## src/rtl/fpu_sched_pkg.sv

```systemverilog
// -----------------------------------------------------------------------------
// fpu_sched_pkg
// Shared definitions for the FP64 request scheduler:
//   - state_e   : scheduler FSM state encoding (also driven on dbg_state)
//   - MODE_*    : 3-bit FP unit op codes
//   - FP_W      : operand/result width
//   - MODE_W    : op code width
// -----------------------------------------------------------------------------
package fpu_sched_pkg;

   localparam int FP_W   = 64;
   localparam int MODE_W = 3;

   typedef enum logic [1:0] {
      ST_IDLE  = 2'd0,
      ST_ISSUE = 2'd1,
      ST_WAIT  = 2'd2,
      ST_RESP  = 2'd3
   } state_e;

   localparam logic [MODE_W-1:0] MODE_ADD  = 3'd0;
   localparam logic [MODE_W-1:0] MODE_SUB  = 3'd1;
   localparam logic [MODE_W-1:0] MODE_MUL  = 3'd2;
   localparam logic [MODE_W-1:0] MODE_DIV  = 3'd3;
   localparam logic [MODE_W-1:0] MODE_SIN  = 3'd4;
   localparam logic [MODE_W-1:0] MODE_COS  = 3'd5;
   localparam logic [MODE_W-1:0] MODE_SQRT = 3'd6;
   localparam logic [MODE_W-1:0] MODE_LN   = 3'd7;

endpackage

```

## src/rtl/fpu_rr_arbiter.sv

```systemverilog
// -----------------------------------------------------------------------------
// fpu_rr_arbiter
// Purely combinational round-robin selector. The search starts at index ptr
// and ascends, wrapping from NUM_REQ-1 to 0; the first asserted request wins.
// Ports:
//   req    in  NUM_REQ  request vector
//   ptr    in  IDX_W    priority pointer (must be < NUM_REQ)
//   grant  out NUM_REQ  one-hot grant (all zero when no request)
//   winner out IDX_W    index of the granted request (0 when none)
//   any    out 1        at least one request present
// -----------------------------------------------------------------------------
module fpu_rr_arbiter
   import fpu_sched_pkg::*;
#(
   parameter int NUM_REQ = 4,
   parameter int IDX_W   = (NUM_REQ > 1) ? $clog2(NUM_REQ) : 1
) (
   input  logic [NUM_REQ-1:0] req,
   input  logic [IDX_W-1:0]   ptr,
   output logic [NUM_REQ-1:0] grant,
   output logic [IDX_W-1:0]   winner,
   output logic               any
);

   always_comb begin
      grant  = '0;
      winner = '0;
      any    = 1'b0;
      // Rotate the search origin to ptr; 'any' doubles as the found flag so
      // only the first hit in rotated order is granted.
      for (int k = 0; k < NUM_REQ; k++) begin
         if (!any && req[(int'(ptr) + k) % NUM_REQ]) begin
            any                                 = 1'b1;
            winner                              = IDX_W'((int'(ptr) + k) % NUM_REQ);
            grant[(int'(ptr) + k) % NUM_REQ]    = 1'b1;
         end
      end
   end

endmodule

```

## src/rtl/fpu_scheduler.sv

```systemverilog
// -----------------------------------------------------------------------------
// fpu_scheduler
// Shares one multi-cycle FP64 unit among NUM_REQ requesters. One transaction is
// in flight at a time: IDLE (arbitrate/accept) -> ISSUE (start pulse) ->
// WAIT (until fpu_done) -> RESP (one-cycle response strobe) -> IDLE.
//
// Handshake: a request is taken on a rising edge where req_valid[i] and
// req_ready[i] are both 1. req_ready is one-hot, combinational, and only
// non-zero in IDLE. rsp_valid is a one-cycle, one-hot strobe to the owner with
// rsp_data/rsp_err qualified by it; there is no back-pressure on responses.
//
// Optional feature macro: FPU_SCHED_TIMEOUT_EN
//   defined   : WAIT watchdog of TIMEOUT_CYCLES cycles; on expiry respond with
//               rsp_data=0, rsp_err=1. fpu_done wins over a same-cycle expiry.
//   undefined : no counter, WAIT holds until fpu_done, rsp_err tied 0.
//
// Ports:
//   clk, rst_n                      clock, synchronous active-low reset
//   req_valid/req_ready  [NUM_REQ]  request handshake
//   req_mode  [3*NUM_REQ]           per-requester op code
//   req_op1/req_op2 [64*NUM_REQ]    per-requester operands
//   rsp_valid [NUM_REQ]             one-hot response strobe
//   rsp_data  [64], rsp_err         response payload / timeout flag
//   fpu_enable                      one-cycle start pulse to the FP unit
//   fpu_mode [3], fpu_op1/op2 [64]  held operands to the FP unit
//   fpu_result [64], fpu_done       FP unit result and completion pulse
//   busy                            high in every state except IDLE
//   dbg_state [2]                   current FSM state (state_e encoding)
// -----------------------------------------------------------------------------
module fpu_scheduler
   import fpu_sched_pkg::*;
#(
   parameter int NUM_REQ        = 4,
   parameter int TIMEOUT_CYCLES = 255
) (
   input  logic                    clk,
   input  logic                    rst_n,
   input  logic [NUM_REQ-1:0]      req_valid,
   output logic [NUM_REQ-1:0]      req_ready,
   input  logic [3*NUM_REQ-1:0]    req_mode,
   input  logic [64*NUM_REQ-1:0]   req_op1,
   input  logic [64*NUM_REQ-1:0]   req_op2,
   output logic [NUM_REQ-1:0]      rsp_valid,
   output logic [63:0]             rsp_data,
   output logic                    rsp_err,
   output logic                    fpu_enable,
   output logic [2:0]              fpu_mode,
   output logic [63:0]             fpu_op1,
   output logic [63:0]             fpu_op2,
   input  logic [63:0]             fpu_result,
   input  logic                    fpu_done,
   output logic                    busy,
   output logic [1:0]              dbg_state
);

   localparam int IDX_W = (NUM_REQ > 1) ? $clog2(NUM_REQ) : 1;

   if (NUM_REQ < 2 || NUM_REQ > 8 || TIMEOUT_CYCLES < 1) begin : g_param_check
      $error("fpu_scheduler: NUM_REQ must be 2..8 and TIMEOUT_CYCLES >= 1");
   end

   state_e              state_q, state_d;
   logic [IDX_W-1:0]    ptr_q, ptr_d;
   logic [IDX_W-1:0]    winner_q, winner_d;
   logic [MODE_W-1:0]   mode_q, mode_d;
   logic [FP_W-1:0]     op1_q, op1_d;
   logic [FP_W-1:0]     op2_q, op2_d;
   logic [FP_W-1:0]     rsp_data_q, rsp_data_d;

   logic [NUM_REQ-1:0]  arb_grant;
   logic [IDX_W-1:0]    arb_winner;
   logic                arb_any;

`ifdef FPU_SCHED_TIMEOUT_EN
   localparam int CNT_W = ($clog2(TIMEOUT_CYCLES + 1) > 8) ? $clog2(TIMEOUT_CYCLES + 1) : 8;
   logic [CNT_W-1:0]    cnt_q, cnt_d;
   logic                rsp_err_q, rsp_err_d;
`endif

   fpu_rr_arbiter #(
      .NUM_REQ (NUM_REQ),
      .IDX_W   (IDX_W)
   ) u_arb (
      .req     (req_valid),
      .ptr     (ptr_q),
      .grant   (arb_grant),
      .winner  (arb_winner),
      .any     (arb_any)
   );

   // Next-state and datapath capture.
   always_comb begin
      state_d    = state_q;
      ptr_d      = ptr_q;
      winner_d   = winner_q;
      mode_d     = mode_q;
      op1_d      = op1_q;
      op2_d      = op2_q;
      rsp_data_d = rsp_data_q;
`ifdef FPU_SCHED_TIMEOUT_EN
      cnt_d      = cnt_q;
      rsp_err_d  = rsp_err_q;
`endif
      case (state_q)
         ST_IDLE: begin
            if (arb_any) begin
               state_d  = ST_ISSUE;
               winner_d = arb_winner;
               ptr_d    = (int'(arb_winner) == NUM_REQ - 1) ? '0 : arb_winner + 1'b1;
               mode_d   = req_mode[int'(arb_winner) * MODE_W +: MODE_W];
               op1_d    = req_op1[int'(arb_winner) * FP_W +: FP_W];
               op2_d    = req_op2[int'(arb_winner) * FP_W +: FP_W];
            end
         end
         ST_ISSUE: begin
            state_d = ST_WAIT;
`ifdef FPU_SCHED_TIMEOUT_EN
            cnt_d   = '0;
`endif
         end
         ST_WAIT: begin
            // fpu_done is checked first so a completion coinciding with the
            // watchdog limit is reported as a normal result.
            if (fpu_done) begin
               state_d    = ST_RESP;
               rsp_data_d = fpu_result;
`ifdef FPU_SCHED_TIMEOUT_EN
               rsp_err_d  = 1'b0;
            end else if (cnt_q == CNT_W'(TIMEOUT_CYCLES - 1)) begin
               // cnt_q counts completed WAIT cycles; this is the last allowed one.
               state_d    = ST_RESP;
               rsp_data_d = '0;
               rsp_err_d  = 1'b1;
            end else begin
               cnt_d      = cnt_q + 1'b1;
`endif
            end
         end
         ST_RESP: begin
            state_d = ST_IDLE;
         end
         default: begin
            state_d = ST_IDLE;
         end
      endcase
   end

   always_ff @(posedge clk) begin
      if (!rst_n) begin
         state_q    <= ST_IDLE;
         ptr_q      <= '0;
         winner_q   <= '0;
         mode_q     <= '0;
         op1_q      <= '0;
         op2_q      <= '0;
         rsp_data_q <= '0;
`ifdef FPU_SCHED_TIMEOUT_EN
         cnt_q      <= '0;
         rsp_err_q  <= 1'b0;
`endif
      end else begin
         state_q    <= state_d;
         ptr_q      <= ptr_d;
         winner_q   <= winner_d;
         mode_q     <= mode_d;
         op1_q      <= op1_d;
         op2_q      <= op2_d;
         rsp_data_q <= rsp_data_d;
`ifdef FPU_SCHED_TIMEOUT_EN
         cnt_q      <= cnt_d;
         rsp_err_q  <= rsp_err_d;
`endif
      end
   end

   // Outputs. req_ready is also gated by rst_n so nothing appears accepted
   // while reset is being applied.
   always_comb begin
      rsp_valid = '0;
      if (state_q == ST_RESP) begin
         rsp_valid[winner_q] = 1'b1;
      end
   end

   assign req_ready  = (state_q == ST_IDLE && rst_n) ? arb_grant : '0;
   assign rsp_data   = rsp_data_q;
   assign fpu_enable = (state_q == ST_ISSUE);
   assign fpu_mode   = mode_q;
   assign fpu_op1    = op1_q;
   assign fpu_op2    = op2_q;
   assign busy       = (state_q != ST_IDLE);
   assign dbg_state  = state_q;

`ifdef FPU_SCHED_TIMEOUT_EN
   assign rsp_err    = (state_q == ST_RESP) ? rsp_err_q : 1'b0;
`else
   assign rsp_err    = 1'b0;
`endif

endmodule

```

## config.mk

```make
export PLATFORM = sky130hd
export DESIGN_NAME = fpu_scheduler
export DESIGN_NICKNAME = d
export VERILOG_FILES = /design/src/rtl/fpu_sched_pkg.sv /design/src/rtl/fpu_rr_arbiter.sv /design/src/rtl/fpu_scheduler.sv
export SDC_FILE = /design/constraint.sdc
export NUM_CORES = 1
export LEC_CHECK = 0
export CAP_MARGIN = 20
export CORE_AREA = 4 4 314 316
export CTS_BUF_LIST = sky130_fd_sc_hd__clkbuf_8
export CTS_CLUSTER_SIZE = 10
export DETAILED_ROUTE_END_ITERATION = 12
export DIE_AREA = 0 0 318 320
export PLACE_DENSITY_LB_ADDON = 0.1
export REMOVE_ABC_BUFFERS = 1
export SYNTH_ARGS = -nofsm -noshare
export SYNTH_HDL_FRONTEND = slang
export SYNTH_HIERARCHICAL = 1
export SYNTH_SLANG_ARGS = --single-unit
```

## constraint.sdc

```tcl
create_clock -name clk -period 8.9 [get_ports clk]
set_input_delay 1.78 -clock clk [delete_from_list [all_inputs] [get_ports clk]]
set_output_delay 1.78 -clock clk [all_outputs]
set_load 0.005 [all_outputs]
```

==> run_results.csv <==
group,metric,value,unit
outcome,status,"completed",
routing,routed_wl,68.69,mm
setup_path,r2r_end,"fpu_op1[6]",
setup_path,critPathTopFamily,"buffers and inverters",
timing,rsz0062_at_grt,"false",
yosys,ys.flop_type,"dfxtp_1",
yosys,synthArstFlopShare,0,%
clocking,cts_tree,"built",
timing,hold_ws,0.4508,ns
clocking,clk_latency,0.65,ns
grt,grt_max_degree,101,
layout,layout.area.seq,0.004024,sq mm
yosys,synth-edff-count,0,
setup_path,cp_cell_sequence,"clkdlybuf4s50_1 > mux4_2 > nor4b_4 > a22oi_1 > o21ai_0 > and3_1 > clkdlybuf4s50_1",
timing,finalCriticalPeriod,6.077,ns
routing,drc,0,
layout,multi_input_area,0.005937,sq mm
timing,setup-violations-final,0,
timing,finalCritPeriodShare,68.28,%
routing,postRouteAntennaNets,0,
power_and_ir_drop,powerDensity,256.2,mW/mm^2
yosys,synth_seq_area_share,38.59,%
yosys,syn_area,0.01043,sq mm
setup_path,critical-path-max-stage-delay,0.66,ns
setup_path,cp.depth,7,
setup_path,crit_top_cell,"clkdlybuf4s50_1",
placement,globalplace.congestion,0.8037,
timing,drv_slew,0,
setup_path,worstSetupEndpointType,"output port",
timing,finalHoldViolCount,0,
routing,drt_iter0_markers,371,
grt,antenna_found_initial,17,
yosys,ys_ff_latch,201,
worst_hold_path,hold_start,"fpu_op1[34]",
floorplan,die_w,318,microns
setup_path,crit_arrival,4.30,ns
grt,grt_pass1_vias,12500,
setup_path,rr_worst_depth,11,
setup_path,crit_start,"req_valid[3]",
layout,finish.instance_area,0.02071,sq mm
flow_run,maxCapViolations,0,
floorplan,start_util,10.86,%
grt,grt_use_total,12.80,%
yosys,yosysWarningCount,6,
yosys,synth_top_cell_area_share,38.59,%
clocking,cts_buffers,49,
layout,drive_gt1_share,4.947,%
yosys,ys_types,44,
floorplan,io_pins,803,
clocking,htree_levels,2,
routing,via_count,11630,
routing,wl_per_cell,21.61,microns
placement,placed_area,0.01975,sq mm
setup_path,worstPathMaxFanout,13,
power_and_ir_drop,leakagePower,7.620,nW
clocking,cts-root-buf,"clkbuf_8",
setup_path,worst-path-buf-inv,2,
clocking,cts_buffer_depth,3,
floorplan,die_h,320,microns
setup_path,reg2reg_slack,4.34,ns
layout,syn_to_final_growth,98.63,%
clocking,cts_resized,0,
setup_path,r2r_start,"ptr_q[0]",
routing,vias_per_cell,3.657,
timing,worst_pin_slew,0.9748,ns
clocking,cts_setup_buffers,0,
floorplan,core-area,0.09599,sq mm
placement,io_buffers,801,
grt,grt_overflow,0,
clocking,hold_buffers,0,
grt,grt_pass1_wl,94.90,mm
floorplan,rows,114,
yosys,syn-instance-count,1103,
layout,final.fill_count,10500,
clocking,cts.sinks,201,
yosys,netlist.top_cell.by_area,"dfxtp_1",
layout,finish.net_count,2475,
setup_path,crit_slowest_cell,"mux4_2",
setup_path,startpoint_type,"input port",
clocking,path_clk_slew,0.05,ns
setup_path,cp.required,7.12,ns
power_and_ir_drop,vdd_drop_max,182.7,uV
yosys,syn_area_per_cell,9.453,sq um
worst_hold_path,hp-class,"reg -> reg",
timing,slew_headroom,35.02,%
timing,fin_skew,0.02233,ns
routing,drt_first_pass_iters,4,
setup_path,crit_type,"in -> out",
floorplan,die-area,0.1018,sq mm
yosys,netlist_top_cells_area,"dfxtp_1 39%, mux2i_1 25%, a2bb2oi_1 10%",
setup_path,crit_path_end,"req_ready[3]",
timing,fmax,164.6,MHz
placement,hpwl,52.93,mm
how the worst min path moves through the flow:
stage,cells after the start,slack [ns],to
6_report,1,0.45,fpu_op1[34]
3_3_place_gp,1,0.43,fpu_op1[33]
3_5_place_dp,1,0.44,fpu_op1[34]
2_1_floorplan,1,0.45,fpu_mode[2]
4_1_cts,1,0.45,fpu_op1[34]
5_1_grt,1,0.47,fpu_op1[35]
logic make-up (layout without fill, tap and decap cells):
group,count (synthesis),in the layout,synth area share [%]
compound gates,351,351,22.00
fa+ha+maj,11,11,1.320
buf+inv,107,904,4.872
flops,201,201,38.59
mux,270,270,26.50
other cells,1,4,0.03597
simple gates,162,162,6.684
worst reg2reg max path, cell delays in order, from the launching register on:
cell and delay [ns]:
dfxtp_1 0.74, inv_1 0.16, ha_1 0.40, mux4_2 0.45, and2b_2 0.30, o21ai_0 0.14, o31ai_4 0.15, buf_12 0.41
buf_4 0.92, mux2i_1 0.49, a2bb2oi_1 0.18, o21ai_0 0.09
power breakdown:
group | total, mW | leakage [nW] | internal (mW) | switching [mW]
Combinational | 2.90 | 5.43 | 1.52 | 1.38
Clock | 1.14 | 0.540 | 0.624 | 0.512
Sequential | 1.27 | 1.65 | 1.14 | 0.132
final cells by class:
cell class              count  share of cell area (%)
clock buffers              63                   4.187
clock inverters            19                  0.3987
well taps                1276                   7.709
repair buffers            814                   39.43
diodes                      3                 0.03625
inverters                   8                  0.1450
flip-flops and latches    201                   19.43
multi-input cells         795                   28.67
cell usage after synthesis (3+ instances only):
| cell | instances |
|---|---|
| ha_1 | 11 |
| clkbuf_1 | 32 |
| nand3_1 | 3 |
| a2bb2oi_1 | 121 |
| o21ai_0 | 120 |
| mux2i_1 | 264 |
| buf_4 | 5 |
| dfxtp_1 | 201 |
| o22ai_1 | 9 |
| a22oi_1 | 8 |
| a21oi_1 | 69 |
| o21ai_1 | 8 |
| and3_1 | 5 |
| inv_1 | 7 |
| buf_2 | 58 |
| a21o_1 | 9 |
| nand2_1 | 136 |
| nor2_1 | 5 |
cells in the final DEF, fill, tap and decap left out, types with 9 or more instances in the layout:
master and n:
clkdlybuf4s50_1 801, nand2_1 135, a21o_1 9, clkbuf_8 63, a21oi_1 69, a2bb2oi_1 121
buf_4 9, o21ai_0 120, dfxtp_1 201, ha_1 11, mux2i_1 264, o22ai_1 9
inv_1 21
flip-flops by register name, summed over array words and instances, names as in the netlist:
signal / count
dbg_state: 2
winner_q: 2
fpu_op2: 64
ptr_q: 2
fpu_op1: 64
rsp_data: 64
fpu_mode: 3
layer usage:
layer,wire [microns],track usage [%],share of wire [%],vias to the layer above
li1,-,-,-,5591
met1,26070,13.56,38,5405
met2,33890,22.60,49,548
met3,7544,6.663,11,73
met4,1142,2.874,1.7,8
met5,46,0,0.067,-
through the flow:
step           cells  setup slack [ns]  power [mW]  TNS [ns]  util (%)
2_1_floorplan   1004            -24.39       4.172  -3073.13         -
3_3_place_gp    3094             2.829       4.258         0     20.58
3_5_place_dp    3094             2.840       4.283         0     20.58
4_1_cts         3176             2.841       5.488         0     21.57
5_1_grt         3179             2.729       5.702         0     21.57
6_report        3179             2.823       5.305         0     21.57
Note: power is estimated with default switching activity, not from simulation.
==> edit, RTL diff (config.mk and constraints unchanged) <==
Add a define of `FPU_SCHED_TIMEOUT_EN`.
--- a/src/rtl/fpu_scheduler.sv
+++ b/src/rtl/fpu_scheduler.sv
@@ -27,6 +27,8 @@
 //   busy                            high in every state except IDLE
 //   dbg_state [2]                   current FSM state (state_e encoding)
 // -----------------------------------------------------------------------------
+`define FPU_SCHED_TIMEOUT_EN
+
 module fpu_scheduler
    import fpu_sched_pkg::*;
 #(
Check against the original RTL: not settled (the Yosys comparison gave no result); the edit may change what the design does.
==> edit against the unedited design <==
  * Cell area rose by 2.3%
  * Final cell count fell by 1.7%
  * Power rose by 17%
  * Routed wire length rose by 1.6%
  * Worst setup slack improved by 0.034 ns
  * Sequential share of layout area rose by 0.42 points
  * Area after synthesis rose by 4.9%
  * Sequential cell count rose by 9
  * Global-route usage rose by 0.31 points
  * Sequential power rose by 18%
  * Critical path type unchanged
  * Critical endpoint is now req_ready[2]
  * Highest routed layer unchanged
==> edit: results (changes against the unedited design) <==
metal3 WL - 9010 µm (+19%)
number of post-CTS setup repair buffers - 0 (unchanged)
CTS Buf Count - 50 (+2.0%)
per-instance average area after synthesis - 10.6 µm² (+12%)
vias in the first global route - 12,600 (+0.66%)
biggest cell delay along the critical path - 0.66 ns (about the same)
Peak supply drop - 0.230 mV (+26%)
largest fanout on the critical path - 13 (unchanged)
global placement routability congestion - 0.759 (-5.6%)
CP delay by family, top - buffers and inverters
worst clock skew on the final layout - 0.0322 ns (+0.00988 ns)
class of the most critical hold timing path - flop to flop
clock buffer depth - 3 (unchanged)
Most used DFF post-synth - dfxtp_1
synthesized-area fraction occupied by ao, oa, aoi and oai cells - 0.146 (-0.0735)
most common library cells after synthesis - nand2_1, dfxtp_1, a21oi_1
data arrival time of the critical path - 4.26 ns (-0.04 ns)
initial DRC count - 439 (+18%)
multiplexer share of the synthesized area - 0.284 (+0.0186)
Final HPWL DP - 54,300 µm (+2.5%)
later-pin clock latency in the skew report - 0.65 ns (about the same)
Syn. warnings - 6 (unchanged)
layout net count - 2,409 (-2.7%)
Fill cells - 10,400 (-0.86%)
cell type of the slowest stage on the worst timing path - mux4_2
synth top area cells - dfxtp_1, mux4_2, nand2_1, a21oi_1, a22o_2
Routed met2 length - 36,200 µm (+6.8%)
post-cts repair resize count - 0 (unchanged)
first-pass GRT wire length - 96,200 µm (+1.4%)
initial antenna violation count - 39 (+22)
CTS H-tree depth - 2 (unchanged)
status - finished, final reports clean
overall fraction of global-route tracks in use - 0.131 (+0.00313)
routed metal-1 wirelength - 22,900 µm (-12%)
Leakage - 7.44 nW (-2.4%)
number of buffer cells added on primary ports - 802 (+0.12%)
Yosys cell types - 52 (+18%)
number of detailed-route iterations in the first pass - 4 (unchanged)
adder-cell share of the synthesized area - 0.0149 (+0.00168)
Clock Root Buffer - clkbuf_8
sum of routed wire length over all layers - 69,800 µm (+1.6%)
highest routed layer - met5
fraction of the yosys area taken by sequential cells - 0.385 (-0.00141)
Max-slew headroom - 0.359 (+0.00871)
share of cells above drive strength 1 - 0.146 (+0.0967)
maximum number of pins on one net before global-route repair - 110 (+8.9%)
xor/xnor share of the synthesized area - 0 (unchanged)
Async S/R FF share, synth - 0 (unchanged)
post-synth top area share - 0.385 (-0.00141)
number of placed instances with taps included - 3,025 (-2.2%)
Non-Filler Instances - 3,124 (-1.7%)
via count of the routed design - 11,600 (+0.19%)
Reg clk slew, reported paths - 0.05 ns (about the same)
[edit: per-layer routing]
| metal | up-vias | track usage |
|---|---|---|
| met1 | 5552 | 0.125 |
| met4 | 26 | 0.0351 |
| met2 | 567 | 0.239 |
| met5 | - | 0 |
| met3 | 115 | 0.0764 |
| li1 | 5387 | - |
[edit: report_power, final]
part,internal [mW],switching (mW)
Clock,0.593,0.514
Combinational,1.86,1.73
Sequential,1.30,0.200
Total,3.75,2.45
[edit: per-stage QoR]
step | worst slack, ns | util | area [µm²]
3_5_place_dp | 2.87 | 0.211 | 20200
3_3_place_gp | 2.90 | 0.211 | 20200
5_1_grt | 2.74 | 0.220 | 21200
6_report | 2.86 | 0.221 | 21200
4_1_cts | 2.87 | 0.220 | 21100
2_1_floorplan | -12.50 | - | 10400
[edit: final timing paths]
check	endpoint	from	cells after the start	slack, ns
worst max register to register	fpu_op1[13]$_SDFFE_PN0P_	ptr_q[0]$_SDFFE_PN0P_	11	4.46
worst max-delay path	req_ready[2]	req_valid[3]	7	2.86
worst min-delay path	fpu_op1[22]$_SDFFE_PN0P_	fpu_op1[22]$_SDFFE_PN0P_	2	0.45
worst min register to register	fpu_op1[22]$_SDFFE_PN0P_	fpu_op1[22]$_SDFFE_PN0P_	2	0.45
[edit: cell type report]
class	instances	area, µm²	share of cell area
Multi-Input combinational cell	716	6240	0.294
Timing Repair Buffer	814	8140	0.384
Antenna cell	14	35.0	0.00165
Tap cell	1276	1600	0.0754
Clock inverter	26	115	0.00543
Clock buffer	59	812	0.0383
Sequential cell	210	4200	0.198
Inverter	9	38.8	0.00183
[edit: kinds of logic after synthesis]
| family | count (synthesis) |
|---|---|
| muxes | 140 |
| adders and majority gates | 13 |
| AOI/OAI and AO/OA | 241 |
| buffers and inverters | 105 |
| and+or+nand+nor | 322 |
| DFF | 210 |
